<file path="src/rtl/clk_en_pkg.sv">
// Shared types, defaults and helpers for the multi-channel clock-enable generator.
package clk_en_pkg;

    localparam int CNT_W_DEF = 16;
    localparam int CH_W_DEF  = 8;

    // A divisor-write request as seen by the configuration port.
    typedef struct packed {
        logic [CH_W_DEF-1:0]  ch;
        logic [CNT_W_DEF-1:0] div;
    } cfg_req_t;

    // Divisors 0 and 1 both mean "every cycle".
    function automatic logic [31:0] eff_div(input logic [31:0] div);
        return (div == 32'd0) ? 32'd1 : div;
    endfunction

endpackage

</file>
<file path="src/rtl/clk_en_ch.sv">
// One divide-by-N enable channel: counter, active/shadow divisor with
// period-boundary hand-over, and registered tick/level outputs.
module clk_en_ch
    import clk_en_pkg::*;
#(
    parameter int CNT_W       = CNT_W_DEF,
    parameter int DEFAULT_DIV = 2
)(
    input  logic             CLK,
    input  logic             RST,
    input  logic             en,
    input  logic             sync,
    input  logic             wr,
    input  logic [CNT_W-1:0] wr_div,
    output logic             tick,
    output logic             level,
    output logic             pend
);

    localparam logic [CNT_W-1:0] DEF_DIV = CNT_W'(DEFAULT_DIV);
    localparam logic [CNT_W-1:0] ONE     = CNT_W'(1);

    logic [CNT_W-1:0] ctr_q, ctr_d;
    logic [CNT_W-1:0] div_act_q, div_act_d;
    logic [CNT_W-1:0] div_shadow_q, div_shadow_d;
    logic             pend_q, pend_d;
    logic             tick_q, tick_d;
    logic             level_q, level_d;

    logic [CNT_W-1:0] d_last;
    logic [CNT_W-1:0] d_half;
    logic             wrap;

    // Terminal count and level threshold derived from the active divisor.
    always_comb begin
        d_last = CNT_W'(eff_div(32'(div_act_q))) - ONE;
        d_half = d_last >> 1;
        wrap   = en && (ctr_q == d_last);
    end

    // Next-state: sync restarts everything, otherwise count and hand over at the wrap.
    always_comb begin
        ctr_d        = ctr_q;
        div_act_d    = div_act_q;
        div_shadow_d = div_shadow_q;
        pend_d       = pend_q;
        tick_d       = 1'b0;
        level_d      = 1'b0;

        if (sync) begin
            // Restart in phase; any shadowed or simultaneously written divisor applies now.
            ctr_d  = '0;
            pend_d = 1'b0;
            if (wr) begin
                div_shadow_d = wr_div;
                div_act_d    = wr_div;
            end else begin
                div_act_d    = div_shadow_q;
            end
        end else begin
            if (en) begin
                ctr_d   = wrap ? '0 : ctr_q + ONE;
                tick_d  = wrap;
                // Phase of the coming cycle equals its counter value; high in the upper half.
                level_d = (ctr_d > d_half);
            end else begin
                ctr_d   = '0;
            end

            // A write landing on a wrap is only shadowed; it applies at the following wrap.
            if (wr) begin
                div_shadow_d = wr_div;
                pend_d       = 1'b1;
            end else if (pend_q && (wrap || !en)) begin
                div_act_d    = div_shadow_q;
                pend_d       = 1'b0;
            end
        end
    end

    // Channel state register.
    always_ff @(posedge CLK) begin
        if (RST) begin
            ctr_q        <= '0;
            div_act_q    <= DEF_DIV;
            div_shadow_q <= DEF_DIV;
            pend_q       <= 1'b0;
            tick_q       <= 1'b0;
            level_q      <= 1'b0;
        end else begin
            ctr_q        <= ctr_d;
            div_act_q    <= div_act_d;
            div_shadow_q <= div_shadow_d;
            pend_q       <= pend_d;
            tick_q       <= tick_d;
            level_q      <= level_d;
        end
    end

    assign tick  = tick_q;
    assign level = level_q;
    assign pend  = pend_q;

endmodule

</file>
<file path="src/rtl/clk_en_gen.sv">
// Multi-channel clock-enable generator: NUM_CH independent divide-by-N tick/level
// streams in the CLK domain, with a single-outstanding divisor-write port.
module clk_en_gen
    import clk_en_pkg::*;
#(
    parameter  int NUM_CH      = 4,
    parameter  int CNT_W       = CNT_W_DEF,
    parameter  int DEFAULT_DIV = 2,
    localparam int CH_W        = (NUM_CH > 1) ? $clog2(NUM_CH) : 1
)(
    input  logic              CLK,
    input  logic              RST,
    input  logic [NUM_CH-1:0] ch_en,
    input  logic              sync_in,
    input  logic              cfg_valid,
    output logic              cfg_ready,
    input  logic [CH_W-1:0]   cfg_ch,
    input  logic [CNT_W-1:0]  cfg_div,
    output logic [NUM_CH-1:0] tick,
    output logic [NUM_CH-1:0] level
);

    logic              accept;
    logic [NUM_CH-1:0] wr;
    logic [NUM_CH-1:0] pend;

    // Ready depends only on registered pending flags, never on the cfg inputs.
    assign cfg_ready = ~|pend;
    assign accept    = cfg_valid & cfg_ready;

    // One-hot write strobe; an out-of-range index is accepted but selects nothing.
    always_comb begin
        wr = '0;
        for (int i = 0; i < NUM_CH; i++) begin
            if (accept && (int'(cfg_ch) == i)) begin
                wr[i] = 1'b1;
            end
        end
    end

    for (genvar g = 0; g < NUM_CH; g++) begin : g_ch
        clk_en_ch #(
            .CNT_W       (CNT_W),
            .DEFAULT_DIV (DEFAULT_DIV)
        ) u_ch (
            .CLK    (CLK),
            .RST    (RST),
            .en     (ch_en[g]),
            .sync   (sync_in),
            .wr     (wr[g]),
            .wr_div (cfg_div),
            .tick   (tick[g]),
            .level  (level[g]),
            .pend   (pend[g])
        );
    end

endmodule

</file>
<file path="config.mk">
export PLATFORM = sky130hd
export DESIGN_NAME = clk_en_gen
export DESIGN_NICKNAME = d
export VERILOG_FILES = /design/src/rtl/clk_en_pkg.sv /design/src/rtl/clk_en_ch.sv /design/src/rtl/clk_en_gen.sv
export SDC_FILE = /design/constraint.sdc
export NUM_CORES = 1
export LEC_CHECK = 0
export ABC_AREA = 1
export CELL_PAD_IN_SITES_DETAIL_PLACEMENT = 0
export CELL_PAD_IN_SITES_GLOBAL_PLACEMENT = 1
export CORE_UTILIZATION = 49
export DETAILED_ROUTE_END_ITERATION = 7
export HOLD_SLACK_MARGIN = 0.1
export PLACE_DENSITY_LB_ADDON = 0.1
export SYNTH_ARGS = -nofsm -noshare
export SYNTH_HDL_FRONTEND = slang
export SYNTH_SLANG_ARGS = --single-unit
</file>
<file path="constraint.sdc">
create_clock -name CLK -period 9.3 [get_ports CLK]
set_input_delay 0.93 -clock CLK [delete_from_list [all_inputs] [get_ports CLK]]
set_output_delay 0.93 -clock CLK [all_outputs]
set_load 0.02 [all_outputs]
</file>
==> qor.txt, run 1 <==
die height -> 167.3 µm
Max Root-Sink Buffers -> 3
largest net degree at the start of global routing -> 98
root buffer cell -> clkbuf_16
most frequent cells in the layout -> nand2_1 (433), nor2_1 (273), inv_1 (253)
Layout area overhead -> 9.211%
outcome -> complete, no violations
Total GRT Usage -> 24.86%
Hold Slack -> 0.4838 ns
Peak VDD IR -> 0.0001451 V
core area -> 26880 µm²
Skew-Pair Late Insertion Delay -> 0.52 ns
Initial Utilization -> 49.84%
gpl congestion -> 0.9005
Final Slew Violations -> 0
Antenna Cells -> 0
Max Freq -> 0.2006 GHz
flops & latches, synth -> 204
setup bufs post-CTS -> 0
crit path time final -> 4.985 ns
initial antenna violation count -> 1
total number of H-tree levels -> 1
post-synth cell types -> 53
final hold viol count -> 0
worst slew pin tran -> 1.140 ns
Slew HR -> 23.82%
syn_nets -> 2084
power per cell area -> 154.8 nW/µm²
final wirelength -> 34520 µm
# DRC -> 0
Chip Width -> 167.3 µm
max cap viols -> 0
port buffer count -> 34
Netlist Area Pre-Place -> 13390 µm²
Post-synth EDFFs -> 0
Post-CTS Resized -> 0
Routed Antenna Nets -> 0
clk sinks -> 204
Static Leakage -> 7.060 nW
RSZ-0062 raised after global routing -> false
startpoint types -> register
Max stage delay on crit path -> 0.46 ns
placed cell areas -> 13850 µm²
Avg WL per Cell -> 14.73 µm
Synth Warn # -> 0
Pre-Repair DR Iteration Count -> 7
Synth Instances -> 1990
TritonCTS buffer count -> 24
crit-path max FO -> 15
Fillers -> 2689
CTS Hold Bufs -> 0
Worst Path Required -> 9.67 ns
io pins -> 35
worst hold-check path type -> reg -> reg
Worst EP arrival -> 5.36 ns
Async SR Flop Fraction -> 0%
die area -> 28000 µm²
Fin Setup TNS -> 0 ns
share of layout cells above drive strength 1 -> 5.644%
syn_area_per_cell -> 6.731 µm²
Crit path top cell by count -> nand2_1
Critical Path Sink Type -> register
via count -> 12270
kind of critical path -> reg -> reg
vias in the first global route -> 11432
Seq/Total Area, Yosys -> 30.49%
Finished Cell Area -> 14630 µm²
Post-DP HPWL -> 25860 µm
FP Rows -> 60
Top FF cell, synth -> dfxtp_1
TritonCTS clock tree -> done
global-route wire length before repair -> 57530 µm
Via-to-Cell Ratio -> 5.237
most common cell after layout, fill and taps aside -> nand2_1
# nets final -> 2081
clock slew at reported path FFs -> 0.06 ns
Max stage delay cell, worst path -> nand2_1
Final Skew -> 0.009239 ns
Final Cycle Share -> 53.60%
Detailed Route Iter0 Violations -> 857
grt total ovfl -> 0
setup violators final -> 0
## state kept, by name, indices dropped and copies added, names as in the netlist
| name | flops |
|---|---|
| g_ch.u_ch.div_shadow_q | 64 |
| g_ch.u_ch.pend | 4 |
| g_ch.u_ch.ctr_q | 64 |
| g_ch.u_ch.div_act_q | 64 |
| g_ch.u_ch.tick | 4 |
| g_ch.u_ch.level | 4 |
## cell usage after synthesis, types with 8 or more instances
cell | instances | area (µm²)
nand2_4 | 11 | 123.9
mux2i_1 | 60 | 600.6
nand2_1 | 433 | 1625
nor4_1 | 8 | 50.05
buf_2 | 14 | 70.07
dfxtp_1 | 204 | 4084
xnor2_1 | 18 | 157.7
clkbuf_1 | 34 | 127.6
xor2_1 | 62 | 543.0
nor2_1 | 273 | 1025
nor3_1 | 21 | 105.1
nand2_2 | 10 | 62.56
nand4_1 | 49 | 306.5
buf_4 | 10 | 75.07
a21oi_1 | 98 | 490.5
ha_1 | 68 | 850.8
inv_1 | 254 | 953.4
o21ai_0 | 89 | 445.4
nand3_1 | 166 | 830.8
nor2_2 | 18 | 112.6
## final cells by class
class	instances	area [µm²]	area share, %
Inverter	262	985.9	6.740
Clock inverter	7	87.58	0.5988
Multi-Input combinational cell	1458	7994	54.65
Sequential cell	204	4084	27.92
Clock buffer	34	689.4	4.713
Timing Repair Buffer	37	360.3	2.463
Tap cell	341	426.7	2.917
## logic make-up (layout without fill, tap and decap cells)
logic type      count (synthesis)  after routing  synth area share [%]
mux                            60             60                 4.484
simple gates                 1027           1027                 33.92
fa+ha+maj                      68             68                 6.352
flops                         204            204                 30.49
compound gates                217            217                 8.828
buf+inv                       328            340                 9.827
xor+xnor                       86             86                 6.100
## where the power goes
group	switching, mW	leakage, nW	total [mW]	internal [mW]
sequential	0.0171	1.65	0.911	0.894
combinational	0.260	5.03	0.406	0.146
clock	0.380	0.381	0.948	0.567
total	0.658	7.06	2.26	1.61
## stage by stage
step / setup WS (ns) / power [mW] / instances / util [%]
2_1_floorplan: 5.655 / 1.231 / 1990 / -
3_3_place_gp: 4.331 / 1.330 / 2302 / 51.54
3_5_place_dp: 4.402 / 1.332 / 2302 / 51.54
4_1_cts: 4.360 / 2.285 / 2343 / 54.43
5_1_grt: 3.807 / 2.376 / 2343 / 54.43
6_report: 4.315 / 2.264 / 2343 / 54.43
## worst paths after layout
kind,cells after the start,startpoint,end,slack [ns]
max,29,g_ch[3].u_ch.div_act_q[7]$_SDFFE_PP0P_,g_ch[3].u_ch.level$_SDFF_PP0_,4.32
min reg2reg,2,g_ch[2].u_ch.div_shadow_q[1]$_SDFF_PP1_,g_ch[2].u_ch.div_shadow_q[1]$_SDFF_PP1_,0.48
max reg2reg,29,g_ch[3].u_ch.div_act_q[7]$_SDFFE_PP0P_,g_ch[3].u_ch.level$_SDFF_PP0_,4.32
min,2,g_ch[2].u_ch.div_shadow_q[1]$_SDFF_PP1_,g_ch[2].u_ch.div_shadow_q[1]$_SDFF_PP1_,0.48
## metal layers
layer | wire length, µm | up-vias | global-route usage, %
li1 | - | 6418 | -
met1 | 17860 | 5591 | 36.33
met2 | 14700 | 211 | 39.17
met3 | 1352 | 48 | 2.718
met4 | 595 | 2 | 5.425
met5 | 13 | - | 0
## worst max-delay path: cells and delay by family (launching register included)
kind,cells,cell delay [ns]
AND/OR/NAND/NOR,15,2.10
XOR/XNOR,1,0.21
flip-flops,1,0.42
adder cells (fa/ha/maj),2,0.51
AO/OA/AOI/OAI,8,1.36
buffers and inverters,3,0.24
Note: power is estimated with default switching activity, not from simulation.
==> inputs of run 2 (changes only) <==
--- a/config.mk
+++ b/config.mk
@@ -8,7 +8,7 @@
 export ABC_AREA = 1
 export CELL_PAD_IN_SITES_DETAIL_PLACEMENT = 0
 export CELL_PAD_IN_SITES_GLOBAL_PLACEMENT = 1
-export CORE_UTILIZATION = 49
+export CORE_UTILIZATION = 41
 export DETAILED_ROUTE_END_ITERATION = 7
 export HOLD_SLACK_MARGIN = 0.1
 export PLACE_DENSITY_LB_ADDON = 0.1
==> constraint.sdc (replaced) <==
create_clock -name CLK -period 4 [get_ports CLK]
set_input_delay 0.4 -clock CLK [delete_from_list [all_inputs] [get_ports CLK]]
set_output_delay 0.4 -clock CLK [all_outputs]
set_load 0.02 [all_outputs]
==> qor.txt, run 2 (same netlist as run 1, synthesis figures left out) <==
GR peak layer -> met2
port buffer count -> 34
setup violators final -> 0
root buffer cell -> clkbuf_16
Final Cycle Share -> 95.37%
reg2reg setup slack -> 0.19 ns
most common cell after layout, fill and taps aside -> nand2_1
final wirelength -> 37720 µm
Antenna Cells -> 0
M3 GR Usage -> 2.502%
outcome -> complete, no violations
share of layout cells above drive strength 1 -> 18.12%
Max Freq -> 0.2621 GHz
# nets final -> 2223
max cap viols -> 0
Avg WL per Cell -> 14.61 µm
Worst EP arrival -> 4.23 ns
largest net degree at the start of global routing -> 75
startpoint types -> register
Post-DP HPWL -> 28140 µm
Final Slew Violations -> 0
Static Leakage -> 7.951 nW
worst slew pin tran -> 0.9528 ns
Layout area overhead -> 24.83%
Fin Setup TNS -> 0 ns
core area -> 31880 µm²
crit path time final -> 3.815 ns
CTS Hold Bufs -> 0
grt total ovfl -> 0
clk sinks -> 204
Setup crit start -> g_ch[3].u_ch.div_act_q[1]$_SDFFE_PP1P_
worst reg2reg path endpoint -> g_ch[3].u_ch.level$_SDFF_PP0_
global-route wire length before repair -> 61140 µm
worst hold-check path type -> in -> reg
Pre-Repair DR Iteration Count -> 4
Max stage delay cell, worst path -> dfxtp_2
RR Startpoint -> g_ch[3].u_ch.div_act_q[1]$_SDFFE_PP1P_
Worst Setup EP -> g_ch[3].u_ch.level$_SDFF_PP0_
clock slew at reported path FFs -> 0.06 ns
Final Skew -> 0.01497 ns
io pins -> 35
FP Rows -> 65
power per cell area -> 350.8 nW/µm²
crit-path max FO -> 8
Routed Antenna Nets -> 0
Setup WS post-layout -> 0.1850 ns
die height -> 182.7 µm
gpl congestion -> 0.9003
Initial Utilization -> 42.01%
placed cell areas -> 14800 µm²
# DRC -> 0
Max stage delay on crit path -> 0.35 ns
Via-to-Cell Ratio -> 4.970
Reg2Reg Depth -> 30
final hold viol count -> 0
Detailed Route Iter0 Violations -> 660
kind of critical path -> reg -> reg
initial antenna violation count -> 0
total number of H-tree levels -> 1
Skew-Pair Late Insertion Delay -> 0.54 ns
Fillers -> 3270
Max Root-Sink Buffers -> 3
TritonCTS clock tree -> done
met2 GRT Util -> 36.93%
die area -> 33400 µm²
Worst Path Required -> 4.42 ns
Chip Width -> 182.7 µm
TritonCTS buffer count -> 25
Largest regs -> g_ch.u_ch.ctr_q x64, g_ch.u_ch.div_act_q x64, g_ch.u_ch.div_shadow_q x64
via count -> 12833
Critical Path Sink Type -> register
most frequent cells in the layout -> nand2_1 (414), inv_1 (249), nor2_1 (243)
Peak VDD IR -> 0.0003104 V
Post-Place Worst Slack -> -0.3011 ns
Total GRT Usage -> 22.52%
Slew HR -> 36.33%
Finished Cell Area -> 16720 µm²
GRT met1 Usage -> 31.52%
vias in the first global route -> 12042
[run 2: area by class of cell]
cell class	instances	area, µm²	share of cell area (%)
inverters	262	993.5	5.942
repair buffers	176	1464	8.755
clock buffers	35	713.2	4.266
multi-input cells	1459	8686	51.95
well taps	435	544.3	3.255
repair inverters	1	7.507	0.04490
flip-flops and latches	204	4108	24.57
clock inverters	10	203.9	1.220
[run 2: how the worst min path moves through the flow]
| stage | slack (ns) | cells past startpoint | to | from |
|---|---|---|---|---|
| after floorplan | 0.45 | 2 | g_ch[0].u_ch.div_shadow_q[1]$_SDFF_PP1_ | g_ch[0].u_ch.div_shadow_q[1]$_SDFF_PP1_ |
| after detailed placement | 0.46 | 2 | g_ch[2].u_ch.div_shadow_q[1]$_SDFF_PP1_ | g_ch[2].u_ch.div_shadow_q[1]$_SDFF_PP1_ |
| after global routing | 0.38 | 2 | g_ch[1].u_ch.div_shadow_q[8]$_SDFF_PP0_ | RST |
| after CTS | 0.34 | 2 | g_ch[2].u_ch.div_shadow_q[12]$_SDFF_PP0_ | RST |
| final | 0.35 | 2 | g_ch[2].u_ch.div_shadow_q[12]$_SDFF_PP0_ | RST |
| after global placement | 0.46 | 2 | g_ch[2].u_ch.div_shadow_q[1]$_SDFF_PP1_ | g_ch[2].u_ch.div_shadow_q[1]$_SDFF_PP1_ |
[run 2: power breakdown]
part | leakage, nW | total, mW | switching (mW) | internal (mW)
sequential | 1.66 | 2.11 | 0.0288 | 2.08
combinational | 5.84 | 1.21 | 0.712 | 0.497
clock | 0.451 | 2.55 | 0.925 | 1.62
[run 2: per-layer routing]
metal	vias up	share of wire (%)	wire, µm
met4	0	1.7	653
met3	45	3.1	1180
met5	-	0	0
li1	6687	-	-
met2	169	45	17020
met1	5932	50	18860
[run 2: through the flow]
stage | total power [mW] | instances | hold WS [ns] | utilization (%)
CTS | 5.776 | 2555 | 0.3432 | 49.67
global route | 6.143 | 2582 | 0.3791 | 52.45
detailed placement | 3.198 | 2504 | 0.4614 | 46.44
finish | 5.865 | 2582 | 0.3500 | 52.45
floorplan | 2.863 | 1990 | 0.4453 | -
global placement | 3.193 | 2504 | 0.4608 | 46.44
[run 2: worst max-delay path, delay by kind of cell (launching register included)]
kind	cells	cell delay (ns)
DFF	1	0.35
AOI/OAI and AO/OA	7	0.85
xor gates and xnor gates	1	0.11
buffers and inverters	5	0.53
and+or+nand+nor	15	1.34
adders and majority gates	2	0.51
[run 2: repair_timing]
action / 4_1_cts / 5_1_grt
pin swaps: 6 / 68
resized for setup: 13 / 167
buffers inserted: 5 / 25
endpoints found under the hold margin: 0 / 0
endpoints found under the setup margin: 3 / 4
gates cloned: 1 / 2
==> inputs of run 3 (changes only) <==
--- a/config.mk
+++ b/config.mk
@@ -12,6 +12,7 @@
 export DETAILED_ROUTE_END_ITERATION = 7
 export HOLD_SLACK_MARGIN = 0.1
 export PLACE_DENSITY_LB_ADDON = 0.1
+export SETUP_SLACK_MARGIN = 0.3
 export SYNTH_ARGS = -nofsm -noshare
 export SYNTH_HDL_FRONTEND = slang
 export SYNTH_SLANG_ARGS = --single-unit
==> qor.txt, run 3 (same netlist as run 1, synthesis figures left out) <==
Slew HR -> 36.65%
Static Leakage -> 8.371 nW
Layout area overhead -> 33.33%
# DRC -> 0
Skew-Pair Late Insertion Delay -> 0.54 ns
Sw Share -> 28.74%
setup violators final -> 0
post-route insts no fill -> 2657
Max Root-Sink Buffers -> 3
Worst Path Required -> 4.41 ns
clock slew at reported path FFs -> 0.06 ns
worst slew pin tran -> 0.9480 ns
most frequent cells in the layout -> nand2_1 (394), inv_1 (235), nor2_1 (235)
power per cell area -> 342.3 nW/µm²
global-route wire length before repair -> 63820 µm
Finished Cell Area -> 17860 µm²
FP Rows -> 65
share of layout cells above drive strength 1 -> 24.89%
die height -> 182.7 µm
Seq pwr share -> 34.5%
placed cell areas -> 14800 µm²
GRT met1 Usage -> 32.30%
worst hold-check path type -> in -> reg
Peak VDD IR -> 0.0002909 V
kind of critical path -> reg -> reg
root buffer cell -> clkbuf_16
Avg WL per Cell -> 14.96 µm
Max stage delay on crit path -> 0.33 ns
RSZ-0062 raised after global routing -> true
Routed Antenna Nets -> 0
Max stage delay cell, worst path -> dfxtp_2
max cap viols -> 0
Total GRT Usage -> 23.52%
final wirelength -> 39760 µm
TritonCTS clock tree -> done
total number of H-tree levels -> 1
Setup WS post-layout -> 0.2656 ns
Chip Width -> 182.7 µm
port buffer count -> 34
crit-path max FO -> 2
Post-Place Worst Slack -> -0.3011 ns
Post-DP HPWL -> 28140 µm
via count -> 13249
Final Slew Violations -> 0
initial antenna violation count -> 0
grt total ovfl -> 0
placed cells -> 2504
die area -> 33400 µm²
most common cell after layout, fill and taps aside -> nand2_1
Antenna Cells -> 0
Pre-Repair DR Iteration Count -> 5
Final Cycle Share -> 93.36%
Pint -> 4.356 mW
# nets final -> 2298
Crit path top cell by count -> buf_4
Initial Utilization -> 42.01%
final hold viol count -> 0
io pins -> 35
gpl congestion -> 0.9003
met2 GRT Util -> 39.28%
M3 GR Usage -> 2.542%
Clk pwr share -> 41.7%
startpoint types -> register
vias in the first global route -> 12628
Largest regs -> g_ch.u_ch.ctr_q x64, g_ch.u_ch.div_act_q x64, g_ch.u_ch.div_shadow_q x64
core area -> 31880 µm²
Critical Path Sink Type -> register
crit path time final -> 3.734 ns
outcome -> complete, no violations
Detailed Route Iter0 Violations -> 746
Worst EP arrival -> 4.14 ns
Max Freq -> 0.2678 GHz
switching pwr -> 1.757 mW
clk sinks -> 204
GR peak layer -> met2
TritonCTS buffer count -> 25
Comb power frac -> 23.8%
Fin Setup TNS -> 0 ns
largest net degree at the start of global routing -> 75
Final Skew -> 0.01747 ns
Via-to-Cell Ratio -> 4.986
run 3: worst paths after layout:
check | from | endpoint | slack, ns | cells past startpoint
worst min register to register | g_ch[2].u_ch.div_shadow_q[1]$_SDFF_PP1_ | g_ch[2].u_ch.div_shadow_q[1]$_SDFF_PP1_ | 0.47 | 2
worst max-delay path | g_ch[0].u_ch.div_act_q[7]$_SDFFE_PP0P_ | g_ch[0].u_ch.tick$_SDFF_PP0_ | 0.27 | 29
worst min-delay path | RST | g_ch[2].u_ch.div_shadow_q[11]$_SDFF_PP0_ | 0.35 | 2
worst max register to register | g_ch[0].u_ch.div_act_q[7]$_SDFFE_PP0P_ | g_ch[0].u_ch.tick$_SDFF_PP0_ | 0.27 | 29
run 3: per-stage QoR:
stage          util [%]  power (mW)  hold slack [ns]
2_1_floorplan         -       2.863           0.4453
3_3_place_gp      46.44       3.193           0.4608
3_5_place_dp      46.44       3.198           0.4614
4_1_cts           52.88       5.984           0.3432
5_1_grt           56.02       6.394           0.3792
6_report          56.02       6.113           0.3487
run 3: worst max-delay path, delay by kind of cell, from the launching register on:
| family | cells | cell delay [ns] |
|---|---|---|
| xor+xnor | 2 | 0.38 |
| fa+ha+maj | 1 | 0.16 |
| buf+inv | 16 | 1.47 |
| flops | 1 | 0.33 |
| simple gates | 10 | 1.26 |
run 3: power by group through the flow:
| stage | sequential [mW] | clock [mW] | combinational [mW] |
|---|---|---|---|
| 6_report | 2.11 | 2.55 | 1.45 |
| 3_5_place_dp | 2.15 | 0 | 1.05 |
| 3_3_place_gp | 2.15 | 0 | 1.05 |
| 4_1_cts | 2.11 | 2.61 | 1.27 |
| 5_1_grt | 2.11 | 2.69 | 1.59 |
| 2_1_floorplan | 2.15 | 0 | 0.713 |
run 3: area by class of cell:
type	count	area [µm²]
Multi-Input combinational cell	1459	9201
Timing Repair Buffer	251	2051
Clock buffer	35	713.2
Timing Repair inverter	1	7.507
Tap cell	435	544.3
Clock inverter	10	203.9
Inverter	262	1006
Sequential cell	204	4131
Fill cell	3138	14020
run 3: timing repair:
item / in CTS / in global routing
gates cloned: 4 / 0
setup buffers: 79 / 25
hold buffers: 0 / 0
resized for setup: 130 / 187
setup endpoints to repair: 4 / 6
pin swaps: 84 / 121
run 3: layer usage:
metal	routed length [µm]	share of wire [%]
met5	0	0
met1	19270	48
met2	18610	47
met3	1190	3.0
met4	688	1.7
